## src/rtl/matrix_scan_ctrl.sv

```systemverilog
// matrix_scan_ctrl
//   Scanned driver for a 5-column x 7-row LED matrix. A 2-of-5 code word is
//   taken over a valid/ready handshake into a one-entry pending buffer. At a
//   frame boundary (or on start from IDLE) it is decoded to a digit glyph and
//   the five columns are lit one at a time from an internal 5x7 font.
//
//   Optional build macro SCAN_DIM_EN adds the 'dim' input: while dim=1 the
//   row pattern is only driven during the first half of each column dwell.
//
// Ports
//   clk         rising-edge clock
//   rst_n       asynchronous active-low reset
//   en          scan enable; low forces IDLE with outputs off
//   dim         (SCAN_DIM_EN only) half-dwell row drive
//   code[4:0]   2-of-5 word, weights 7,4,2,1,0 for bits 4..0
//   code_valid  code presented
//   code_ready  pending buffer empty
//   col[4:0]    one-hot column select, col[0] = leftmost
//   row[6:0]    row pattern, bit0 = top row
//   err         displayed word was not a valid 2-of-5 code
//   frame_tick  high during the last cycle of each 5-column frame
module matrix_scan_ctrl #(
    parameter int DWELL_CYCLES = 4,
    parameter int BLANK_CYCLES = 1
) (
    input  logic       clk,
    input  logic       rst_n,
    input  logic       en,
`ifdef SCAN_DIM_EN
    input  logic       dim,
`endif
    input  logic [4:0] code,
    input  logic       code_valid,
    output logic       code_ready,
    output logic [4:0] col,
    output logic [6:0] row,
    output logic       err,
    output logic       frame_tick
);

    localparam int MAXC = (DWELL_CYCLES > BLANK_CYCLES) ? DWELL_CYCLES : BLANK_CYCLES;
    localparam int CW   = (MAXC > 1) ? $clog2(MAXC) : 1;
    localparam logic [CW-1:0] DWELL_LAST = CW'(DWELL_CYCLES - 1);
    localparam logic [CW-1:0] BLANK_LAST = CW'((BLANK_CYCLES > 0) ? BLANK_CYCLES - 1 : 0);
`ifdef SCAN_DIM_EN
    // first dwell count at which rows go dark when dimmed: ceil(DWELL/2)
    localparam logic [CW-1:0] DIM_OFF = CW'((DWELL_CYCLES + 1) / 2);
`endif

    localparam logic [3:0] GLYPH_E = 4'd10;

    typedef enum logic [1:0] {IDLE, SHOW, BLANK} state_t;

    state_t        state_q, state_d;
    logic [2:0]    idx_q, idx_d;
    logic [CW-1:0] cnt_q, cnt_d;
    logic          pend_full_q, pend_full_d;
    logic [4:0]    pend_code_q, pend_code_d;
    logic          act_vld_q, act_vld_d;
    logic [3:0]    glyph_q, glyph_d;
    logic          err_q, err_d;
    logic [4:0]    col_q, col_d;
    logic [6:0]    row_q, row_d;
    logic          tick_q, tick_d;

    logic          load, adv;
    logic [2:0]    pop;
    logic [3:0]    wsum;
    logic          dec_err;
    logic [3:0]    dec_glyph;

    // Column bytes of each glyph, leftmost column first.
    function automatic logic [6:0] font(input logic [3:0] g, input logic [2:0] c);
        logic [0:4][6:0] f;
        case (g)
            4'd0:    f = {7'h3E, 7'h51, 7'h49, 7'h45, 7'h3E};
            4'd1:    f = {7'h00, 7'h42, 7'h7F, 7'h40, 7'h00};
            4'd2:    f = {7'h42, 7'h61, 7'h51, 7'h49, 7'h46};
            4'd3:    f = {7'h21, 7'h41, 7'h45, 7'h4B, 7'h31};
            4'd4:    f = {7'h18, 7'h14, 7'h12, 7'h7F, 7'h10};
            4'd5:    f = {7'h27, 7'h45, 7'h45, 7'h45, 7'h39};
            4'd6:    f = {7'h3C, 7'h4A, 7'h49, 7'h49, 7'h30};
            4'd7:    f = {7'h01, 7'h71, 7'h09, 7'h05, 7'h03};
            4'd8:    f = {7'h36, 7'h49, 7'h49, 7'h49, 7'h36};
            4'd9:    f = {7'h06, 7'h49, 7'h49, 7'h29, 7'h1E};
            default: f = {7'h7F, 7'h49, 7'h49, 7'h49, 7'h41};
        endcase
        return (c <= 3'd4) ? f[c] : 7'h00;
    endfunction

    // Decode of the pending word; only consumed at a load.
    always_comb begin
        pop  = 3'(pend_code_q[4]) + 3'(pend_code_q[3]) + 3'(pend_code_q[2])
             + 3'(pend_code_q[1]) + 3'(pend_code_q[0]);
        wsum = (pend_code_q[4] ? 4'd7 : 4'd0) + (pend_code_q[3] ? 4'd4 : 4'd0)
             + (pend_code_q[2] ? 4'd2 : 4'd0) + (pend_code_q[1] ? 4'd1 : 4'd0);
        dec_err   = (pop != 3'd2);
        dec_glyph = dec_err ? GLYPH_E : ((wsum == 4'd11) ? 4'd0 : wsum);
    end

    always_comb begin
        state_d     = state_q;
        idx_d       = idx_q;
        cnt_d       = cnt_q;
        pend_full_d = pend_full_q;
        pend_code_d = pend_code_q;
        act_vld_d   = act_vld_q;
        glyph_d     = glyph_q;
        err_d       = err_q;
        load        = 1'b0;
        adv         = 1'b0;

        // Accept never collides with load: load needs a full buffer.
        if (code_valid && !pend_full_q) begin
            pend_full_d = 1'b1;
            pend_code_d = code;
        end

        if (!en) begin
            state_d = IDLE;
        end else begin
            case (state_q)
                IDLE: begin
                    if (pend_full_q || act_vld_q) begin
                        load    = pend_full_q;
                        idx_d   = 3'd0;
                        cnt_d   = '0;
                        state_d = SHOW;
                    end
                end
                SHOW: begin
                    if (cnt_q == DWELL_LAST) begin
                        cnt_d = '0;
                        if (BLANK_CYCLES > 0) state_d = BLANK;
                        else                  adv     = 1'b1;
                    end else begin
                        cnt_d = cnt_q + 1'b1;
                    end
                end
                BLANK: begin
                    if (cnt_q == BLANK_LAST) begin
                        cnt_d = '0;
                        adv   = 1'b1;
                    end else begin
                        cnt_d = cnt_q + 1'b1;
                    end
                end
                default: state_d = IDLE;
            endcase

            if (adv) begin
                state_d = SHOW;
                if (idx_q == 3'd4) begin
                    // frame boundary: the only place a new glyph may enter
                    idx_d = 3'd0;
                    load  = pend_full_q;
                end else begin
                    idx_d = idx_q + 3'd1;
                end
            end
        end

        if (load) begin
            pend_full_d = 1'b0;
            act_vld_d   = 1'b1;
            glyph_d     = dec_glyph;
            err_d       = dec_err;
        end

        // Outputs are registered, so derive them from the next state.
        col_d = 5'b0;
        row_d = 7'b0;
        if (state_d == SHOW) begin
            col_d = 5'b00001 << idx_d;
            row_d = font(glyph_d, idx_d);
`ifdef SCAN_DIM_EN
            if (dim && (cnt_d >= DIM_OFF)) row_d = 7'b0;
`endif
        end

        // Tick marks the last cycle of column 4, i.e. the boundary cycle.
        if (BLANK_CYCLES > 0)
            tick_d = (state_d == BLANK) && (idx_d == 3'd4) && (cnt_d == BLANK_LAST);
        else
            tick_d = (state_d == SHOW) && (idx_d == 3'd4) && (cnt_d == DWELL_LAST);
    end

    always_ff @(posedge clk or negedge rst_n) begin
        if (!rst_n) begin
            state_q     <= IDLE;
            idx_q       <= 3'd0;
            cnt_q       <= '0;
            pend_full_q <= 1'b0;
            pend_code_q <= 5'b0;
            act_vld_q   <= 1'b0;
            glyph_q     <= 4'd0;
            err_q       <= 1'b0;
            col_q       <= 5'b0;
            row_q       <= 7'b0;
            tick_q      <= 1'b0;
        end else begin
            state_q     <= state_d;
            idx_q       <= idx_d;
            cnt_q       <= cnt_d;
            pend_full_q <= pend_full_d;
            pend_code_q <= pend_code_d;
            act_vld_q   <= act_vld_d;
            glyph_q     <= glyph_d;
            err_q       <= err_d;
            col_q       <= col_d;
            row_q       <= row_d;
            tick_q      <= tick_d;
        end
    end

    assign code_ready = ~pend_full_q;
    assign col        = col_q;
    assign row        = row_q;
    assign err        = err_q;
    assign frame_tick = tick_q;

endmodule

```

## config.mk

```make
export PLATFORM = sky130hd
export DESIGN_NAME = matrix_scan_ctrl
export DESIGN_NICKNAME = d
export VERILOG_FILES = /design/src/rtl/matrix_scan_ctrl.sv
export SDC_FILE = /design/constraint.sdc
export NUM_CORES = 1
export LEC_CHECK = 0
export ABC_AREA = 1
export CORE_ASPECT_RATIO = 1.75
export CORE_MARGIN = 2
export CORE_UTILIZATION = 59
export CTS_BUF_LIST = sky130_fd_sc_hd__clkbuf_8
export DETAILED_ROUTE_END_ITERATION = 8
export HOLD_SLACK_MARGIN = 0.03
export PLACE_DENSITY = 0.82
export RECOVER_POWER = 25
export SETUP_SLACK_MARGIN = 0.02
export SYNTH_ARGS = -nofsm -noshare
export SYNTH_HDL_FRONTEND = slang
export SYNTH_SLANG_ARGS = --single-unit
```

## constraint.sdc

```tcl
create_clock -name clk -period 3.43 [get_ports clk]
set_input_delay 0.686 -clock clk [delete_from_list [all_inputs] [get_ports clk]]
set_output_delay 0.686 -clock clk [all_outputs]
set_load 0.1 [all_outputs]
```

==> results.md, run 1 <==
- Worst slew pin tran: between 1.5 and 2 ns
- Clk slew on worst S/H paths: ~0.07 ns
- Total GRT Usage: 0.295
- CTS max path bufs: 2
- Vias in the first global route: between 2000 and 2500
- Detail Route Antenna Nets: 0
- Routed WL: 6060 um
- Die Span Y: ~87 um
- Failing checks: max-capacitance violations, max-slew violations
- Mapped Nets: between 300 and 400
- Synth Register Bits: 32
- Status: finished, violations left
- Fin. max-slew vios: 33
- DRT iter0 DRCs: 90
- Antenna diodes: 0
- Main synth FF type: dfrtp_1
- Rel. slew slack: -0.130
- DRC errors left: 0
- RSZ-0062 raised after global routing: no
- Largest net degree at the start of global routing: 33
- Clk_lat worst skew: about 0.28 ns
- Cts hold-fix bufs: 0
- Routed WL per cell: between 15 and 20 um
- Fin nets: 380
- Final setup viols: 0
- FMAX: ~0.31 GHz
- Via count: around 2200
- Area contributors post-synth: dfrtp_1, nand2_1, ha_1
- CTS Root Buffer Type: clkbuf_8
- H-tree depth: 2
- TritonCTS buffer count: 5
- CTS tree: built
- Vias per inst: 5.58
- CP endpoint kind: register
- TritonCTS Sinks: 32
- Final min period: about 3.3 ns
- Leakage: 1.45 nW
- Hold Path Depth: 2
- Worst setup path category: register to register
- Die ar.: around 0.0045 mm^2
- Initial antenna violation count: 0
- Count leader, synth: nand2_1
- Share of the synthesized area in the top cell type: 0.342
- VDD IR max: between 0.0007 and 0.0008 V
- Gate Count Post-Synth: roughly 320
- First-pass GRT wire length: 9690 um
- Final worst slack: about 0.17 ns
- Area of the core: 0.00383 mm^2
- Critical path fanouts, max: 4
- Starting density of the core: 0.611
- Min Hold Slack: 0.457 ns
- Port Buffers: 23
- TritonRoute pass-1 iters: 6
- Worst-case reg-to-reg path depth: 20
- Final period utilization: 0.950
- Area of the mapped netlist: between 0.002 and 0.0025 mm^2
- Number of I/O pins: 24
- EDFF count, synth: 0
- Syn Area/Cell: ~7.3 um^2
- Clock Skew: roughly 0.0035 ns
- Register area share after synthesis: 0.342
- CP startpoint kind: register
- Fraction of layout cells with a size suffix above 1: 0.125
- Ys async rst share: 1.00
- MaxCap Viol Count: 1
- Filler instances: between 300 and 400
- Fin Setup TNS: 0 ns
- GRT overflow: 0
- Cell taking the most area after synthesis: dfrtp_1
- Post-place setup slack: 0.119 ns
- Die width: just over 50 um
- Rows: 30
- Pwr Density: 1090 mW/mm^2
- Data arrival, critical path: between 3 and 4 ns
- Synth unique cells: 31
- Critical Path RT: around 3.6 ns
- Synth top cells by count: nand2_1, inv_1, nand3_1, dfrtp_1, nor2_1
- GPL Wtd Cong: 1.01
- Hold crit path type: register to register
- Hold Fails Final Rpt: 0
- Post-DP HPWL: around 4500 um
- Warning count from the yosys run: 0
- Area Overhead vs Synth: 18.8%
-- critical path: stages (launching register included) --
cell,delay (ns)
dfrtp_1,0.36
inv_1,0.09
fa_1,0.54
inv_1,0.06
fa_1,0.41
ha_4,0.18
nor2_2,0.11
nand2_2,0.09
inv_2,0.08
nand3_1,0.07
nand2_1,0.06
nand2_1,0.11
ha_1,0.26
nand2_1,0.13
nand2_1,0.10
inv_1,0.07
nand2_1,0.04
o21bai_1,0.19
nor2_1,0.06
nand2_1,0.05
nand2_1,0.06
-- flip-flops by register name (all words and copies together), names as in the netlist, 2 cells and up --
| register | flops |
|---|---|
| cnt_q | 2 |
| idx_q | 3 |
| col | 5 |
| row | 7 |
| state_q | 2 |
| pend_code_q | 5 |
| glyph_q | 4 |
-- timing repair --
item | 4_1_cts | 5_1_grt
resized for setup | 0 | 8
endpoints found under the hold margin | 0 | 0
setup endpoints to repair | 0 | 7
setup buffers | 0 | 1
-- power breakdown --
group          total [mW]  switching [mW]  internal (mW)
Combinational        2.10            1.44          0.655
Clock               0.366           0.151          0.215
Sequential          0.567          0.0738          0.494
-- final cells by class --
cell class / instances / area, um^2 / share of cell area
Clock buffer: 5 / 68.8 / 0.0248
Tap cell: 48 / 60.1 / 0.0216
Inverter: 45 / 169 / 0.0608
Timing Repair Buffer: 29 / 269 / 0.0968
Clock inverter: 3 / 42.5 / 0.0153
Multi-Input combinational cell: 238 / 1370 / 0.492
Sequential cell: 32 / 801 / 0.288
-- stage by stage --
stage          power, mW   util  instance area, um^2  std cells
6_report            3.03  0.725                 2780        400
5_1_grt             3.26  0.725                 2780        400
4_1_cts             2.89  0.716                 2740        399
3_5_place_dp        2.49  0.687                 2630        391
3_3_place_gp        2.46  0.687                 2630        391
2_1_floorplan       2.07      -                 2340        319
-- path summary, 6_finish.rpt --
path / startpoint / end / slack (ns)
max: pend_code_q[1]$_DFFE_PN0P_ / row[3]$_DFF_PN0_ / 0.17
min: act_vld_q$_DFFE_PN0N_ / act_vld_q$_DFFE_PN0N_ / 0.46
max reg2reg: pend_code_q[1]$_DFFE_PN0P_ / row[3]$_DFF_PN0_ / 0.17
min reg2reg: act_vld_q$_DFFE_PN0N_ / act_vld_q$_DFFE_PN0N_ / 0.46
max in group asynchronous: rst_n / state_q[0]$_DFF_PN0_ / 1.08
min in group asynchronous: rst_n / glyph_q[1]$_DFF_PN0_ / 1.37
-- placed cells by master (no fill, tap or decap), drive strengths merged --
cell type      netlist  routed
inv                 45      45
bufinv               0       1
clkbuf               0       6
clkinvlp             0       1
dlygate4sd3          0       1
o21bai               2       2
nor4b                1       1
nor3                 2       2
mux2                 2       2
nand4                4       4
fa                   3       3
buf                  4       6
nor2                27      27
ha                  17      17
a22oi                1       1
a22o                 1       1
o22ai                2       2
a21oi               16      16
dfrtp               32      32
o211ai               1       1
a32o                 1       1
nand2              112     112
o21ai               11      11
clkinv               0       1
nand3               35      35
clkdlybuf4s50        0      21
-- logic make-up (layout without fill, tap and decap cells) --
logic type	count (synthesis)	count (layout)	share of synthesized area
multiplexers	2	2	0.00963
buffers and inverters	49	82	0.0872
AO/OA/AOI/OAI	35	35	0.0952
flip-flops	32	32	0.342
adder cells (fa/ha/maj)	20	20	0.117
AND/OR/NAND/NOR	181	181	0.349
-- layer usage --
layer / vias to the layer above / track usage / wire (um)
li1: 1083 / - / -
met1: 1014 / 0.317 / 2150
met2: 99 / 0.500 / 3170
met3: 36 / 0.0395 / 301
met4: 0 / 0.237 / 440
met5: - / 0 / 0
No activity file was read; power rests on OpenSTA's default activity.
==> inputs of run 2 (changes only) <==
--- a/constraint.sdc
+++ b/constraint.sdc
@@ -3,2 +3,2 @@
 set_output_delay 0.686 -clock clk [all_outputs]
-set_load 0.1 [all_outputs]
+set_load 0.02 [all_outputs]
==> results.md, run 2 (synthesized netlist as in run 1, its figures left out) <==
- Critical Path RT: 3.64 ns (+0.04 ns)
- Hold crit path type: register to register
- Global routing usage on met1: 0.309 (-0.00775)
- Commonest non-fill, non-tap cell in the layout: nand2_1
- Hold EP: act_vld_q$_DFFE_PN0N_
- Initial antenna violation count: 0 (unchanged)
- DRT iter0 DRCs: 81 (-10%)
- Post-Route Utilization: 0.723 (-0.00261)
- Total GRT Usage: 0.280 (-0.0148)
- Worst Path Buf+Inv: 5 (+1)
- MaxCap Viol Count: 1 (unchanged)
- CP endpoint kind: register
- Final min period: 3.21 ns (-0.0450 ns)
- Data arrival, critical path: 3.42 ns (about the same)
- CP startpoint kind: register
- FMAX: 0.311 GHz (+1.4%)
- Port Buffers: 23 (unchanged)
- Die ar.: 0.00450 mm^2 (unchanged)
- Fin. max-slew vios: 33 (unchanged)
- Failing checks: max-capacitance violations, max-slew violations
- CP peak stage delay: 0.51 ns (-0.03 ns)
- Final setup viols: 0 (unchanged)
- Cts hold-fix bufs: 0 (unchanged)
- DRC errors left: 0 (unchanged)
- Filler instances: 331 (+1.5%)
- Crit Reg-Reg Endpoint: row[5]$_DFF_PN0_
- Number of I/O pins: 24 (unchanged)
- Rows: 30 (unchanged)
- Starting density of the core: 0.611 (unchanged)
- TritonCTS buffer count: 5 (unchanged)
- Clk_lat worst skew: 0.29 ns (about the same)
- Final std cells w/o fill: 399 (-0.25%)
- Crit-path leading delay family: adder cells
- Worst-case reg-to-reg path depth: 20 (unchanged)
- First-pass GRT wire length: 9380 um (-3.2%)
- Worst slew pin tran: 1.74 ns (+0.0498 ns)
- Post-DP HPWL: 4440 um (-2.4%)
- Status: finished, violations left
- Fraction of layout cells with a size suffix above 1: 0.117 (-0.00819)
- Critical path fanouts, max: 6 (+2)
- Area of the core: 0.00383 mm^2 (unchanged)
- Routed WL: 5750 um (-5.2%)
- Fin nets: 379 (-0.26%)
- Post-place setup slack: -0.0223 ns (-0.142 ns)
- Max FFs per register: 7 (unchanged)
- CTS tree: built
- Cell chain of the critical path: inv_1, fa_1, inv_1, fa_1, ha_1, nand2_2, inv_2, nand2_1, nand2_1, nand2_4, inv_4, ha_4, inv_1, nand3_1, nand2_1, nand2_1, nand2_1, nand2_1, nand3_1, a21oi_1
- CP max stage cell: fa_1
- RSZ-0062 raised after global routing: yes
- Largest net degree at the start of global routing: 33 (unchanged)
- CTS max path bufs: 2 (unchanged)
- Area of the multi-input gates: 0.00136 mm^2 (-0.27%)
- Fin Setup TNS: 0 ns (unchanged)
- Hold Path Depth: 2 (unchanged)
- Pwr Density: 947 mW/mm^2 (-13%)
- Final period utilization: 0.937 (-0.0131)
- Rel. slew slack: -0.163 (-0.0332)
- Routed WL per cell: 14.4 um (-4.9%)
- Vias in the first global route: 2123 (-1.4%)
- Worst setup path category: register to register
- Die Span Y: 87.3 um (unchanged)
- Vias per inst: 5.52 (-1.0%)
- Clk slew on worst S/H paths: 0.07 ns (about the same)
- Inst Count DP: 390 (-0.26%)
- Final worst slack: 0.216 ns (+0.0450 ns)
- CTS Root Buffer Type: clkbuf_8
- GPL Wtd Cong: 0.981 (-2.5%)
- RR Startpoint: pend_code_q[1]$_DFFE_PN0P_
- Hold Fails Final Rpt: 0 (unchanged)
- CP dominant cell by count: nand2_1
- Most frequent cells in the layout: nand2_1, inv_1, nand3_1
- Die width: 51.6 um (unchanged)
- Area Overhead vs Synth: 18.4%
- TritonCTS Sinks: 32 (unchanged)
- Leakage: 1.45 nW (about the same)
- Via count: 2204 (-1.3%)
- H-tree depth: 2 (unchanged)
- GRT met3 Usage: 0.0395 (unchanged)
- Antenna diodes: 0 (unchanged)
- Hold wc startpoint: act_vld_q$_DFFE_PN0N_
- CP Launch Point: pend_code_q[1]$_DFFE_PN0P_
- R2R Setup Slk: 0.22 ns (+0.04 ns)
- Met2 Usage GRT: 0.499 (-0.00117)
- Clock Skew: 0.00398 ns (+0.000488 ns)
- TritonRoute pass-1 iters: 4 (-2)
- GR peak layer: met2
- VDD IR max: 0.000636 V (-11%)
- FF+latch area: 801 um^2 (unchanged)
- GRT overflow: 0 (unchanged)
- Detail Route Antenna Nets: 0 (unchanged)
run 2: cell types whose count changed in the layout (fill, tap and decap cells not counted):
cell / change
nand2_2: +1
ha_4: -1
clkdlybuf4s50_1: +1
nand2_4: +1
inv_1: +2
nand2_1: -2
clkinvlp_4: -1
a21oi_2: -1
inv_2: -2
buf_4: -2
ha_2: +1
inv_4: +1
a21oi_1: +1
run 2: worst register-to-register path, delay by kind of cell (launching register included):
kind,cells,cell delay (ns)
fa+ha+maj,4,1.45
simple gates,10,0.86
flops,1,0.36
buf+inv,5,0.30
compound gates,1,0.15
run 2: worst max-delay path by stage:
stage / depth (start not counted) / endpoint
after floorplan: 20 / row[5]$_DFF_PN0_
after global placement: 20 / row[5]$_DFF_PN0_
after detailed placement: 20 / row[5]$_DFF_PN0_
after CTS: 21 / row[5]$_DFF_PN0_
after global routing: 20 / row[5]$_DFF_PN0_
final: 20 / row[5]$_DFF_PN0_
run 2: metal layers:
metal  part of all wire  vias up
met1               0.37     1020
met5                  0        -
met3              0.043       25
met2               0.53       81
met4              0.054        0
li1                   -     1078
run 2: cell type report:
cell class                 instances  area share
timing repair buffer              28      0.0954
multi-input combinational        238       0.493
clock buffer                       5      0.0249
clock inverter                     3      0.0140
tap                               48      0.0217
sequential                        32       0.289
inverter                          45      0.0619
run 2: metrics by stage:
| step | power [mW] | hold WS [ns] | cell area (um^2) |
|---|---|---|---|
| after floorplan | 1.74 | 0.390 | 2340 |
| after global placement | 2.11 | 0.434 | 2620 |
| after detailed placement | 2.15 | 0.445 | 2620 |
| after CTS | 2.52 | 0.467 | 2730 |
| after global routing | 2.87 | 0.512 | 2770 |
| final | 2.62 | 0.465 | 2770 |
run 2: what timing repair did:
item | in CTS | in global routing
buffers inserted | 0 | 1
gates resized for setup | 1 | 9
setup endpoints to repair | 1 | 6
pin swaps | 0 | 2
run 2: report_power, final:
group | leakage [nW] | internal [mW] | switching [mW]
Sequential | 0.402 | 0.494 | 0.0761
Clock | 0.0593 | 0.213 | 0.146
Combinational | 0.987 | 0.615 | 1.08
